`config.mk`:
```
export PLATFORM = sky130hd
export DESIGN_NAME = uart_fifo_mmio
export DESIGN_NICKNAME = d
export VERILOG_FILES = /design/src/rtl/uart_fifo_mmio.sv
export SDC_FILE = /design/constraint.sdc
export NUM_CORES = 1
export LEC_CHECK = 0
export BUFFER_PORTS_ARGS = -buffer_cell sky130_fd_sc_hd__clkbuf_2
export CAP_MARGIN = 20
export CORE_ASPECT_RATIO = 0.7
export CORE_MARGIN = 10
export CORE_UTILIZATION = 60
export CTS_CLUSTER_DIAMETER = 80
export CTS_CLUSTER_SIZE = 40
export DETAILED_ROUTE_END_ITERATION = 8
export GPL_TIMING_DRIVEN = 0
export PLACE_DENSITY = 0.79
export RECOVER_POWER = 50
export SLEW_MARGIN = 20
export SYNTH_ARGS = -nofsm -noshare
export SYNTH_HDL_FRONTEND = slang
export SYNTH_SLANG_ARGS = --single-unit
```
`constraint.sdc`:
```
create_clock -name clk12MHz -period 4.5 [get_ports clk12MHz]
set_input_delay 0 -clock clk12MHz [delete_from_list [all_inputs] [get_ports clk12MHz]]
set_output_delay 0 -clock clk12MHz [all_outputs]
set_load 0.005 [all_outputs]
```
`src/rtl/uart_fifo_mmio.sv`:
```
// uart_fifo_mmio: memory-mapped 8N1 UART with TX/RX FIFOs, runtime baud divisor,
// sticky error flags (tx_ovf, rx_ovf, frame_err) and a registered level interrupt.
module uart_fifo_mmio #(
    parameter int CLK_HZ   = 12000000,
    parameter int BAUD     = 115200,
    parameter int TX_DEPTH = 16,
    parameter int RX_DEPTH = 16
) (
    input  logic        clk12MHz,
    input  logic        rst,
    input  logic        valid,
    input  logic [1:0]  reg_sel,
    input  logic        read,
    input  logic [3:0]  wmask,
    input  logic [31:0] data_in,
    output logic [31:0] data_out,
    output logic        irq,
    input  logic        rxd,
    output logic        txd
);
    localparam logic [15:0] DIV0 = 16'(CLK_HZ / BAUD);
    localparam int TXAW = $clog2(TX_DEPTH);
    localparam int RXAW = $clog2(RX_DEPTH);
    localparam logic [TXAW:0] TX_FULL_CNT = (TXAW+1)'(TX_DEPTH);
    localparam logic [RXAW:0] RX_FULL_CNT = (RXAW+1)'(RX_DEPTH);

    typedef enum logic [1:0] {TX_IDLE, TX_START, TX_DATA, TX_STOP} tx_state_t;
    typedef enum logic [2:0] {RX_IDLE, RX_START, RX_DATA, RX_STOP, RX_BREAK} rx_state_t;

    // A write wins over a simultaneous read strobe.
    logic wr, rd, w1c;
    assign wr  = valid & (|wmask);
    assign rd  = valid & read & ~wr;
    assign w1c = wr & (reg_sel == 2'd1) & wmask[0];

    logic [15:0] div_reg, div_new;
    logic [1:0]  ctrl;
    logic        tx_ovf, rx_ovf, frame_err;
    logic [31:0] status;
    logic        unused_hi;
    assign unused_hi = ^data_in[31:16];

    // ---------------- TX FIFO ----------------
    logic [7:0]      tx_mem [TX_DEPTH];
    logic [TXAW-1:0] tx_wptr, tx_rptr;
    logic [TXAW:0]   tx_count;
    logic            tx_empty, tx_full, tx_push_req, tx_push, tx_pop, tx_idle;

    tx_state_t   tx_state, tx_state_n;
    logic [15:0] tx_cnt, tx_div;
    logic [2:0]  tx_bitidx;
    logic [7:0]  tx_shift;
    logic        tx_bit_end;

    assign tx_empty    = (tx_count == '0);
    assign tx_full     = (tx_count == TX_FULL_CNT);
    assign tx_push_req = wr & (reg_sel == 2'd0) & wmask[0];
    assign tx_pop      = (tx_state == TX_IDLE) & ~tx_empty;
    assign tx_push     = tx_push_req & (~tx_full | tx_pop);
    assign tx_idle     = tx_empty & (tx_state == TX_IDLE);

    // TX FIFO storage
    always_ff @(posedge clk12MHz) begin
        if (tx_push) tx_mem[tx_wptr] <= data_in[7:0];
    end

    // TX FIFO pointers and occupancy
    always_ff @(posedge clk12MHz) begin
        if (rst) begin
            tx_wptr  <= '0;
            tx_rptr  <= '0;
            tx_count <= '0;
        end else begin
            if (tx_push) tx_wptr <= tx_wptr + TXAW'(1);
            if (tx_pop)  tx_rptr <= tx_rptr + TXAW'(1);
            tx_count <= tx_count + (TXAW+1)'(tx_push) - (TXAW+1)'(tx_pop);
        end
    end

    // ---------------- TX shifter ----------------
    assign tx_bit_end = (tx_cnt == tx_div - 16'd1);

    // TX next-state logic
    always_comb begin
        tx_state_n = tx_state;
        case (tx_state)
            TX_IDLE:  if (!tx_empty) tx_state_n = TX_START;
            TX_START: if (tx_bit_end) tx_state_n = TX_DATA;
            TX_DATA:  if (tx_bit_end && tx_bitidx == 3'd7) tx_state_n = TX_STOP;
            TX_STOP:  if (tx_bit_end) tx_state_n = TX_IDLE;
            default:  tx_state_n = TX_IDLE;
        endcase
    end

    // TX state register
    always_ff @(posedge clk12MHz) begin
        if (rst) tx_state <= TX_IDLE;
        else     tx_state <= tx_state_n;
    end

    // TX bit-period counter and bit index
    always_ff @(posedge clk12MHz) begin
        if (rst || tx_state == TX_IDLE) begin
            tx_cnt    <= '0;
            tx_bitidx <= '0;
        end else if (tx_bit_end) begin
            tx_cnt <= '0;
            if (tx_state == TX_DATA) tx_bitidx <= tx_bitidx + 3'd1;
        end else begin
            tx_cnt <= tx_cnt + 16'd1;
        end
    end

    // Byte and divisor captured at pop so a divisor change never disturbs a frame in flight
    always_ff @(posedge clk12MHz) begin
        if (tx_pop) begin
            tx_shift <= tx_mem[tx_rptr];
            tx_div   <= div_reg;
        end else if (tx_state == TX_DATA && tx_bit_end) begin
            tx_shift <= {1'b0, tx_shift[7:1]};
        end
    end

    assign txd = (tx_state == TX_START) ? 1'b0 :
                 (tx_state == TX_DATA)  ? tx_shift[0] : 1'b1;

    // ---------------- RX path ----------------
    logic            rx_s1, rx_s2, rx_s3;
    logic            rx_fall, rx_mid, rx_bit_end, rx_done, rx_ferr;
    rx_state_t       rx_state, rx_state_n;
    logic [15:0]     rx_cnt, rx_div;
    logic [2:0]      rx_bitidx;
    logic [7:0]      rx_shift;
    logic [7:0]      rx_mem [RX_DEPTH];
    logic [RXAW-1:0] rx_wptr, rx_rptr;
    logic [RXAW:0]   rx_count;
    logic            rx_empty, rx_full, rx_push, rx_pop;

    // Two-flop synchroniser plus one delay stage for edge detection
    always_ff @(posedge clk12MHz) begin
        if (rst) begin
            rx_s1 <= 1'b1;
            rx_s2 <= 1'b1;
            rx_s3 <= 1'b1;
        end else begin
            rx_s1 <= rxd;
            rx_s2 <= rx_s1;
            rx_s3 <= rx_s2;
        end
    end

    assign rx_fall    = rx_s3 & ~rx_s2;
    assign rx_mid     = (rx_cnt == {1'b0, rx_div[15:1]});
    assign rx_bit_end = (rx_cnt == rx_div - 16'd1);
    assign rx_done    = (rx_state == RX_STOP) & rx_bit_end & rx_s2;
    assign rx_ferr    = (rx_state == RX_STOP) & rx_bit_end & ~rx_s2;

    // RX next-state logic; a bad stop bit waits for the line to go high again
    always_comb begin
        rx_state_n = rx_state;
        case (rx_state)
            RX_IDLE:  if (rx_fall) rx_state_n = RX_START;
            RX_START: if (rx_mid) rx_state_n = rx_s2 ? RX_IDLE : RX_DATA;
            RX_DATA:  if (rx_bit_end && rx_bitidx == 3'd7) rx_state_n = RX_STOP;
            RX_STOP:  if (rx_bit_end) rx_state_n = rx_s2 ? RX_IDLE : RX_BREAK;
            RX_BREAK: if (rx_s2) rx_state_n = RX_IDLE;
            default:  rx_state_n = RX_IDLE;
        endcase
    end

    // RX state register
    always_ff @(posedge clk12MHz) begin
        if (rst) rx_state <= RX_IDLE;
        else     rx_state <= rx_state_n;
    end

    // RX sample counter: restarts at the mid-start sample, then one full period per bit
    always_ff @(posedge clk12MHz) begin
        if (rst) begin
            rx_cnt    <= '0;
            rx_bitidx <= '0;
        end else begin
            case (rx_state)
                RX_START: rx_cnt <= rx_mid ? 16'd0 : rx_cnt + 16'd1;
                RX_DATA: begin
                    if (rx_bit_end) begin
                        rx_cnt    <= '0;
                        rx_bitidx <= rx_bitidx + 3'd1;
                    end else begin
                        rx_cnt <= rx_cnt + 16'd1;
                    end
                end
                RX_STOP: rx_cnt <= rx_cnt + 16'd1;
                default: begin
                    rx_cnt    <= '0;
                    rx_bitidx <= '0;
                end
            endcase
        end
    end

    // RX divisor latch while idle and LSB-first data shift
    always_ff @(posedge clk12MHz) begin
        if (rx_state == RX_IDLE) rx_div <= div_reg;
        if (rx_state == RX_DATA && rx_bit_end) rx_shift <= {rx_s2, rx_shift[7:1]};
    end

    assign rx_empty = (rx_count == '0);
    assign rx_full  = (rx_count == RX_FULL_CNT);
    assign rx_pop   = rd & (reg_sel == 2'd0) & ~rx_empty;
    assign rx_push  = rx_done & (~rx_full | rx_pop);

    // RX FIFO storage
    always_ff @(posedge clk12MHz) begin
        if (rx_push) rx_mem[rx_wptr] <= rx_shift;
    end

    // RX FIFO pointers and occupancy
    always_ff @(posedge clk12MHz) begin
        if (rst) begin
            rx_wptr  <= '0;
            rx_rptr  <= '0;
            rx_count <= '0;
        end else begin
            if (rx_push) rx_wptr <= rx_wptr + RXAW'(1);
            if (rx_pop)  rx_rptr <= rx_rptr + RXAW'(1);
            rx_count <= rx_count + (RXAW+1)'(rx_push) - (RXAW+1)'(rx_pop);
        end
    end

    // ---------------- Registers ----------------
    assign status = {8'd0, 8'(tx_count), 8'(rx_count), frame_err, tx_idle,
                     rx_ovf, tx_ovf, rx_full, rx_empty, tx_full, tx_empty};

    // Byte-lane merge of a DIV write
    always_comb begin
        div_new = div_reg;
        if (wmask[0]) div_new[7:0]  = data_in[7:0];
        if (wmask[1]) div_new[15:8] = data_in[15:8];
    end

    // DIV and CTRL registers; divisors below 4 are clamped
    always_ff @(posedge clk12MHz) begin
        if (rst) begin
            div_reg <= DIV0;
            ctrl    <= '0;
        end else if (wr) begin
            if (reg_sel == 2'd2) div_reg <= (div_new < 16'd4) ? 16'd4 : div_new;
            if (reg_sel == 2'd3 && wmask[0]) ctrl <= data_in[1:0];
        end
    end

    // Sticky flags: write-one-to-clear, a new event in the same cycle wins
    always_ff @(posedge clk12MHz) begin
        if (rst) begin
            tx_ovf    <= 1'b0;
            rx_ovf    <= 1'b0;
            frame_err <= 1'b0;
        end else begin
            if (w1c && data_in[4]) tx_ovf    <= 1'b0;
            if (w1c && data_in[5]) rx_ovf    <= 1'b0;
            if (w1c && data_in[7]) frame_err <= 1'b0;
            if (tx_push_req && !tx_push)     tx_ovf    <= 1'b1;
            if (rx_done && rx_full && !rx_pop) rx_ovf  <= 1'b1;
            if (rx_ferr)                     frame_err <= 1'b1;
        end
    end

    // Registered read data, held between reads
    always_ff @(posedge clk12MHz) begin
        if (rst) begin
            data_out <= '0;
        end else if (rd) begin
            case (reg_sel)
                2'd0:    data_out <= rx_empty ? 32'd0 : {23'd0, 1'b1, rx_mem[rx_rptr]};
                2'd1:    data_out <= status;
                2'd2:    data_out <= {16'd0, div_reg};
                default: data_out <= {30'd0, ctrl};
            endcase
        end
    end

    // Registered level interrupt
    always_ff @(posedge clk12MHz) begin
        if (rst) irq <= 1'b0;
        else     irq <= (ctrl[0] & ~rx_empty) | (ctrl[1] & tx_empty);
    end
endmodule

```
==> run summary, run 1 <==
CTS buffer count = 15
Layout fillers = 2,164
Syn-to-layout area delta = 8.48%
Sequential fraction of design power = 56.9%
Via Count = 11,500
Final Skew = 0.0563 ns
Core box area = 0.0301 mm^2
CP Buf/Inv Count = 5
Crit share post-route = 95.0%
Drc violations = 0
Yosys warns = 0
Crit path cell chain = or4_1, buf_2, or3_4, a2111oi_4, o21ai_2, nor4_4, buf_4, nand4_4, ha_1, inv_1, ha_1, inv_1, fa_1, inv_1, a21oi_1, nor2_1, or3_1, a21oi_1
Synth top area cells = edfxtp_1 50%, dfxtp_1 13%, mux4_2 9.0%, xor2_1 2.9%, nor2_1 2.4%
Io pins = 77
Fin area = 0.0199 mm^2
Pwr Density = 404 mW/mm^2
Slew Limit Fails = 0
Leading cell type in the layout, fill and taps excluded = edfxtp_1
Mapped cell area = 0.0184 mm^2
Buffers on Ports = 45
Routed vias/inst = 6.18
Yosys cell types = 70
Global placement routability congestion = 0.949
CP delay by family, top = simple AND/OR/NAND/NOR gates
Simple-gate share of the synthesized area = 11.4%
Final Setup Violations = 0
Post-synth EDFFs = 304
Post-synthesis mux area share = 10.8%
H-tree depth = 1
Max Cap Viol = 0
Xor and xnor area share after synthesis = 4.44%
Final Hold Viols = 0
Most frequent cells in the layout = 304 x edfxtp_1, 123 x dfxtp_1, 118 x nor2_1
Worst Path Arrival = 4.77 ns
Layout cells sized above 1 = 11.3%
Die height = 166 um
Lkg Pwr = 0.00665 uW
Worst hold slack = 0.0339 ns
Clock power frac = 23.8%
WS Path Type = flop to flop
Root Buffer = clkbuf_16
Maximum clock frequency = 0.234 GHz
Largest net degree at the start of global routing = 42
Fraction of the mapped netlist area in adder cells = 2.47%
Worst-Margin Slew = 1.21 ns
Tot GR Track Use = 21.8%
NetSw = 2240 uW
CP most frequent cell = inv_1
Top-area cell type share of the netlist area = 49.7%
Initial DRC Count = 1,258
Status = completed
Regs by FF count = rx_mem (128), tx_mem (128), data_out (21)
Sink Count = 427
Critical Path RT = 4.99 ns
Die area = 0.0381 mm^2
Starting density of the core = 61.0%
CP max stage delay = 0.55 ns
Total gr overflow = 0
Post-Synthesis Cells = 1,342
Largest family of logic cells by synthesized area = simple AND/OR/NAND/NOR gates
Biggest area consumer among synthesized cells = edfxtp_1
Synth async-reset ratio = 0%
Sw Share = 27.9%
Tmin final = 4.28 ns
First-pass GRT wire length = 64,700 um
CTS tree = done
Initial antenna violation count = 3
Critical Path Sink Type = flop
Worst-path clk slew = 0.14 ns
Power Internal = 5810 uW
Clock Path Buffers = 3
Die X = 229 um
Nets = 1,519
Top FF cell, synth = edfxtp_1
Type of origin of the critical path = flop
Vias in the first global route = 11,000
Antenna-violating nets left = 0
Slowest cell on the critical path = or4_1
Compound-Gate Fraction of Synth Area = 5.15%
Worst rel slew slack = 19.5%
Number of synthesized register bits = 427
Wirelength per Cell = 22.8 um
First-pass DRT Iterations = 5
Syn Area/Cell = 13.7 um^2
Comb power frac = 19.3%
Worst-skew pair later-pin latency = 0.56 ns
Overall power = 8050 uW
Worst reg-to-reg setup slack = 0.22 ns
Peak supply drop = 0.319 mV
Hold WC Path Type = primary input to flop
HPWL after DPL = 30,100 um
Row cnt = 53
Sequential element share of the synthesized area = 63.2%
Worst-path fanout max = 8
Post-DP Area = 0.0192 mm^2
Total wire length = 42,500 um
power by group through the flow:
stage	combinational [uW]	sequential, uW	clock, uW
detailed placement	1510	4660	0
floorplan	1110	4610	0
finish	1550	4580	1920
global route	1720	4600	2060
CTS	1540	4580	1930
global placement	1460	4660	0
worst register-to-register path, cell delays in order (launching register included):
cell and delay (ns):
edfxtp_1 0.44, or4_1 0.55, buf_2 0.18, or3_4 0.38
a2111oi_4 0.36, o21ai_2 0.14, nor4_4 0.22, buf_4 0.18
nand4_4 0.18, ha_1 0.35, inv_1 0.04, ha_1 0.20
inv_1 0.07, fa_1 0.20, inv_1 0.05, a21oi_1 0.15
nor2_1 0.07, or3_1 0.34, a21oi_1 0.15
synth_stat cells, drive strengths merged (3+ instances only):
master	n
edfxtp	304
dfxtp	123
nor2	119
nand2	101
mux4	73
xor2	60
a21oi	55
clkbuf	47
nor3	39
inv	36
nand3	36
ha	33
xnor2	33
buf	30
mux2i	30
o21ai	27
nor2b	23
a211oi	15
nor4	15
nand2b	13
nand4	13
and3	11
or3	11
or2	7
a221oi	6
a22oi	6
nor3b	6
or4	6
and2	5
a21boi	4
a31oi	4
nand3b	4
o211a	4
a2111oi	3
mux2	3
nor4bb	3
o31ai	3
layer usage:
metal	track usage (%)	wire, um	share of wire, %	vias up
met1	32.6	18300	43	5671
met5	0	16	0.038	-
met3	6.08	5090	12	67
li1	-	-	-	5136
met4	4.28	927	2.2	4
met2	31.4	18200	43	632
kinds of logic (layout without fill, tap and decap cells):
| family | Yosys count | in the layout |
|---|---|---|
| buffers and inverters | 114 | 212 |
| adders and majority gates | 35 | 35 |
| DFF | 427 | 427 |
| muxes | 106 | 106 |
| AOI/OAI and AO/OA | 144 | 144 |
| other | 1 | 12 |
| and+or+nand+nor | 422 | 422 |
| xor gates and xnor gates | 93 | 93 |
through the flow:
stage          utilization (%)  cells  setup WS, ns  setup TNS (ns)
2_1_floorplan                -   1352         0.569               0
4_1_cts                   66.2   1857        0.0406               0
5_1_grt                   66.1   1863       -0.0191         -0.0191
3_3_place_gp              63.5   1809        -0.111           -2.92
6_report                  66.1   1863         0.225               0
3_5_place_dp              63.9   1815       -0.0316          -0.249
timing repair:
item / 4_1_cts / 5_1_grt
endpoints found under the hold margin: 79 / 0
resized for setup: 2 / 0
hold buffers: 16 / 0
pin swaps: 0 / 3
endpoints found under the setup margin: 12 / 81
buffers inserted: 0 / 5
layout make-up:
cell class | count | area [um^2] | area share [%]
diodes | 1 | 2.50 | 0.0126
plain buffers | 77 | 339 | 1.70
clock buffers | 21 | 440 | 2.21
clock inverters | 5 | 76.3 | 0.383
inverters | 37 | 139 | 0.698
multi-input cells | 811 | 6380 | 32.1
flip-flops and latches | 427 | 11600 | 58.2
well taps | 412 | 515 | 2.59
repair buffers | 72 | 424 | 2.13
final timing paths:
path	start	cells after the start	endpoint
worst max register to register	rx_div[2]$_DFFE_PP_	18	rx_count[4]$_SDFF_PP0_
worst min register to register	rx_s1$_SDFF_PP1_	1	rx_s2$_SDFF_PP1_
worst min-delay path	reg_sel[1]	4	ctrl[1]$_SDFFE_PP0P_
worst max-delay path	rx_div[2]$_DFFE_PP_	18	rx_count[4]$_SDFF_PP0_
Power figures use the tool's default switching activity.
==> inputs of run 2 (changes only) <==
Settings changed: CELL_PAD_IN_SITES_DETAIL_PLACEMENT from default to 2, CELL_PAD_IN_SITES_GLOBAL_PLACEMENT from default to 2, CORE_UTILIZATION 60 to 44, PLACE_DENSITY 0.79 to 0.8.
==> run 2 against run 1 <==
Effect of this change:
- flip-flop and latch count is the same
- power up 6.2%
- setup slack got worse by 0.071 ns
- combinational power up 12%
- critical path depth decreased by 8
- final area rose by 1.7%
- die area up 32%
- global-route usage rose by 0.68 points
- clock-buffer cell count decreased by 1
- via count increased by 4.5%
- worst hold slack better by 0.074 ns
- sequential power about the same
- critical endpoint is now rx_mem[7][3]$_DFFE_PP_
==> run summary, run 2 (synthesis results as in run 1) <==
Nets = 1,524
Most frequent cells in the layout = 304 x edfxtp_1, 123 x dfxtp_1, 114 x nor2_1
Antenna-violating nets left = 0
Routed vias/inst = 6.02
Io pins = 77
Comb power frac = 20.2%
Worst r2r src = rx_div[4]$_DFFE_PP_
Sw Share = 30.9%
Initial DRC Count = 1,065
Total gr overflow = 0
HPWL after DPL = 41,800 um
Critical Path RT = 4.69 ns
Lkg Pwr = 0.00672 uW
Tmin final = 4.35 ns
Wirelength per Cell = 28.7 um
Worst Setup SP = rx_div[4]$_DFFE_PP_
Final Setup Violations = 0
Pwr Density = 423 mW/mm^2
R2r worst-path depth = 10
CTS tree = done
Starting density of the core = 44.6%
Power Internal = 5910 uW
Final Hold Viols = 0
Sink Count = 427
Crit path cell chain = or4_1, buf_2, or3_1, o31ai_4, o21ai_2, nor4_4, nand4_4, buf_4, or2_1, nor2_1
Slew Limit Fails = 0
H-tree depth = 1
Critical Path Sink Type = flop
Largest net degree at the start of global routing = 42
Crit share post-route = 96.6%
Clock Path Buffers = 3
NetSw = 2640 uW
Die area = 0.0504 mm^2
Worst-skew pair later-pin latency = 0.58 ns
First-pass GRT wire length = 86,300 um
Status = completed
Layout cells sized above 1 = 12.3%
Buffers on Ports = 45
CP max stage delay = 0.88 ns
GR Layer Usage met3 = 4.12%
Initial antenna violation count = 1
Slowest cell on the critical path = nor2_1
Die height = 191 um
Hold WC Path Type = primary input to flop
Leading cell type in the layout, fill and taps excluded = edfxtp_1
Type of origin of the critical path = flop
Worst-path fanout max = 8
Root Buffer = clkbuf_16
Reg2reg end = rx_mem[7][3]$_DFFE_PP_
Row cnt = 62
Maximum clock frequency = 0.230 GHz
WS Path Type = flop to flop
Met1 usage = 30.4%
Global placement routability congestion = 0.804
Layout fillers = 3,943
Drc violations = 0
Worst reg-to-reg setup slack = 0.15 ns
Vias in the first global route = 13,100
Clock power frac = 26.0%
Routing usage on met2 = 36.9%
Worst rel slew slack = 24.6%
RSZ-0062 raised after global routing = yes
First-pass DRT Iterations = 5
Via Count = 12,000
Worst Path Arrival = 4.54 ns
Final Skew = 0.0429 ns
Top Usage Layer GRT = met2
Number of diodes = 0
Worst-Margin Slew = 1.13 ns
Worst-path clk slew = 0.15 ns
Syn-to-layout area delta = 10.3%
Core box area = 0.0411 mm^2
Total wire length = 57,400 um
Sequential fraction of design power = 53.8%
Regs by FF count = rx_mem (128), tx_mem (128), data_out (21)
Max Cap Viol = 0
Die X = 264 um
Setup TNS = 0 ns
Tot GR Track Use = 22.5%
Peak supply drop = 0.330 mV
Worst setup path end = rx_mem[7][3]$_DFFE_PP_
Overall power = 8550 uW
CTS buffer count = 17
-- run 2: what timing repair did --
action,in CTS,in global routing
endpoints found under the hold margin,109,0
pin swaps,0,2
hold buffers,18,0
setup endpoints to repair,73,65
setup buffers,0,5
gates resized for setup,5,3
-- run 2: per-stage QoR --
stage / instances / setup WS [ns] / util (%) / hold slack (ns) / cell area, um^2
floorplan: 1352 / 0.569 / - / 0.0989 / 18400
global placement: 1941 / -0.552 / 46.9 / 0.191 / 19300
detailed placement: 1948 / -0.0971 / 47.2 / 0.191 / 19400
CTS: 1995 / 0.0167 / 49.2 / 0.00758 / 20200
global route: 2000 / -0.0396 / 49.2 / 0.121 / 20200
finish: 2000 / 0.154 / 49.2 / 0.108 / 20200
-- run 2: worst max-delay path: cells and delay by family (launching register included) --
| family | cells | cell delay [ns] |
|---|---|---|
| AO/OA/AOI/OAI | 2 | 0.45 |
| buffers and inverters | 2 | 0.39 |
| AND/OR/NAND/NOR | 6 | 2.61 |
| flip-flops | 1 | 0.51 |
-- run 2: per-layer routing --
layer | wire (um) | up-vias
li1 | - | 5144
met1 | 25200 | 6406
met2 | 27200 | 382
met3 | 3360 | 99
met4 | 1620 | 2
met5 | 10 | -
-- run 2: area by class of cell --
class	instances	area, um^2	area share, %
tap	544	681	3.36
multi-input combinational	811	6410	31.7
inverter	37	139	0.686
sequential	427	11600	57.3
timing repair buffer	75	453	2.24
clock inverter	9	188	0.927
clock buffer	20	437	2.16
buffer	77	340	1.68
-- run 2: power by group through the flow --
| stage | Clock [uW] | Combinational, uW | Sequential, uW |
|---|---|---|---|
| 6_report | 2220 | 1730 | 4600 |
| 4_1_cts | 2240 | 1720 | 4600 |
| 3_3_place_gp | 0 | 1530 | 4670 |
| 3_5_place_dp | 0 | 1690 | 4690 |
| 2_1_floorplan | 0 | 1110 | 4610 |
| 5_1_grt | 2370 | 1880 | 4630 |
-- run 2: worst min path at each step --
stage          startpoint                       end  slack (ns)  depth (start not counted)
5_1_grt              read  data_out[8]$_SDFFE_PP0P_        0.12                          5
6_report             read  data_out[8]$_SDFFE_PP0P_        0.11                          5
2_1_floorplan  data_in[0]    tx_mem[0][0]$_DFFE_PP_         0.1                          0
4_1_cts        data_in[3]    tx_mem[5][3]$_DFFE_PP_       0.008                          1
3_3_place_gp          rxd          rx_s1$_SDFF_PP1_        0.19                          2
3_5_place_dp          rxd          rx_s1$_SDFF_PP1_        0.19                          2
==> inputs of run 3 (changes only) <==
Settings changed: CORE_UTILIZATION 44 to 40, PLACE_DENSITY 0.8 to 0.77.
Clock period 4.5 ns to 3.6 ns, I/O delays scaled along.
==> run 3 against run 2 <==
Effect of this change:
- the run now ends with setup timing left
- power rose by 25%
- clock-buffer cell count is 1 higher
- final cell count grew 5.5%
- register-to-register slack worse by 0.65 ns
- setup slack worse by 0.65 ns
- global-route usage down 1.4 points
- fmax is 6.0% higher
- clock power rose by 25%
- core utilization decreased by 2.4 points
- critical path depth grew 7
==> run summary, run 3 (synthesis results as in run 1) <==
Hold WC Path Type = primary input to flop
Die area = 0.0550 mm^2
CP delay by family, top = simple AND/OR/NAND/NOR gates
Drc violations = 0
Worst Path Arrival = 4.61 ns
Tmin final = 4.10 ns
Critical Path RT = 4.12 ns
Regs by FF count = rx_mem (128), tx_mem (128), data_out (21)
Comb power frac = 20.4%
Final core occ = 46.9%
Nets = 1,571
Core box area = 0.0452 mm^2
Status = finished with violations
Worst-path fanout max = 4
Final Skew = 0.0501 ns
Slew Limit Fails = 0
HPWL after DPL = 40,200 um
Routed vias/inst = 5.74
Worst-path clk slew = 0.15 ns
Die height = 199 um
Footprint of the multi-input gates = 0.00666 mm^2
Worst hold slack = 0.0485 ns
Die X = 276 um
Io pins = 77
Layout fillers = 4,375
Power Internal = 7400 uW
Crit share post-route = 114%
Most frequent cells in the layout = 304 x edfxtp_1, 123 x dfxtp_1, 105 x nor2_1
First-pass GRT wire length = 88,400 um
CP max stage delay = 0.58 ns
Sw Share = 31.1%
Final Setup Violations = 79
Antenna-violating nets left = 0
Final Hold Viols = 0
Starting density of the core = 40.6%
Root Buffer = clkbuf_16
Clock Path Buffers = 3
Tot GR Track Use = 21.1%
Via Count = 12,100
CP most frequent cell = inv_2
Type of origin of the critical path = flop
Vias in the first global route = 13,100
Failing checks = setup timing
Peak supply drop = 0.399 mV
Largest net degree at the start of global routing = 42
Wirelength per Cell = 28.1 um
Maximum clock frequency = 0.244 GHz
Initial DRC Count = 1,179
Pwr Density = 506 mW/mm^2
CTS tree = done
Crit path cell chain = or4_4, buf_6, or3_4, o31ai_4, o21ai_2, nor4_4, nand4_4, ha_4, inv_2, ha_4, inv_2, fa_2, inv_2, a21oi_2, nor2_2, or3_1, a21oi_2
Worst-Margin Slew = 1.12 ns
H-tree depth = 1
NetSw = 3330 uW
Buffers on Ports = 45
Worst reg-to-reg setup slack = -0.50 ns
Total gr overflow = 0
Global placement routability congestion = 0.793
Worst rel slew slack = 25.1%
Lkg Pwr = 0.00706 uW
WS Path Type = flop to flop
Slowest cell on the critical path = or4_4
Storage cell area = 0.0116 mm^2
Layout cells sized above 1 = 18.0%
CP Buf/Inv Count = 4
Total wire length = 59,400 um
Clock power frac = 25.8%
Row cnt = 65
Worst-skew pair later-pin latency = 0.59 ns
Leading cell type in the layout, fill and taps excluded = edfxtp_1
Max Cap Viol = 0
Initial antenna violation count = 2
Sequential fraction of design power = 53.8%
Syn-to-layout area delta = 15.4%
RSZ-0062 raised after global routing = yes
CTS buffer count = 17
First-pass DRT Iterations = 5
Critical Path Sink Type = flop
Sink Count = 427
Final WS setup = -0.498 ns
-- run 3: changes by cell type in the layout (fill, tap and decap cells not counted), sizes merged --
cell / change
buf: +50
bufinv: -1
clkbuf: -2
diode: +2
clkinv: +1
-- run 3: worst register-to-register path: cells and delay by family, from the launching register on --
family,cells,cell delay [ns]
fa+ha+maj,3,0.67
flops,1,0.45
simple gates,6,1.91
compound gates,4,0.72
buf+inv,4,0.28
-- run 3: worst paths after layout --
path	startpoint	end	cells after the start
setup / recovery	rx_div[5]$_DFFE_PP_	rx_count[4]$_SDFF_PP0_	17
hold / removal	reg_sel[1]	ctrl[1]$_SDFFE_PP0P_	4
setup reg to reg	rx_div[5]$_DFFE_PP_	rx_count[4]$_SDFF_PP0_	17
hold reg to reg	rx_s1$_SDFF_PP1_	rx_s2$_SDFF_PP1_	1
-- run 3: through the flow --
step	setup WS [ns]	instance area [um^2]	cells	total power [uW]	TNS, ns
floorplan	-0.153	18400	1352	7150	-0.153
global placement	-1.52	19400	2000	7740	-150.82
detailed placement	-0.929	19500	2005	7920	-91.92
CTS	-0.447	21000	2094	10700	-8.86
global route	-0.663	21200	2108	11200	-20.15
finish	-0.498	21200	2109	10700	-4.97
-- run 3: layer usage --
metal	vias up	GRT usage [%]	wire length, um
met3	94	3.07	2690
met1	6414	28.0	26200
met2	351	35.5	28600
met5	-	0	0
li1	5256	-	-
met4	0	6.22	1780
-- run 3: cell type report --
cell class	instances	area share, %
plain buffers	74	1.58
multi-input cells	811	31.4
well taps	603	3.56
clock buffers	21	2.18
inverters	37	0.656
clock inverters	9	0.738
flip-flops and latches	427	54.7
repair buffers	125	5.13
diodes	2	0.0236
-- run 3: repair_timing --
item,in CTS,in global routing
hold buffers,18,0
setup buffers,42,16
endpoints found under the hold margin,133,0
pin swaps,23,19
gates resized for setup,55,27
endpoints found under the setup margin,154,171
-- run 3: power by group through the flow --
stage	Clock, uW	Combinational (uW)	Sequential (uW)
after global placement	0	1900	5840
after global routing	2990	2390	5800
after CTS	2800	2130	5760
after floorplan	0	1390	5760
after detailed placement	0	2050	5860
final	2770	2190	5770
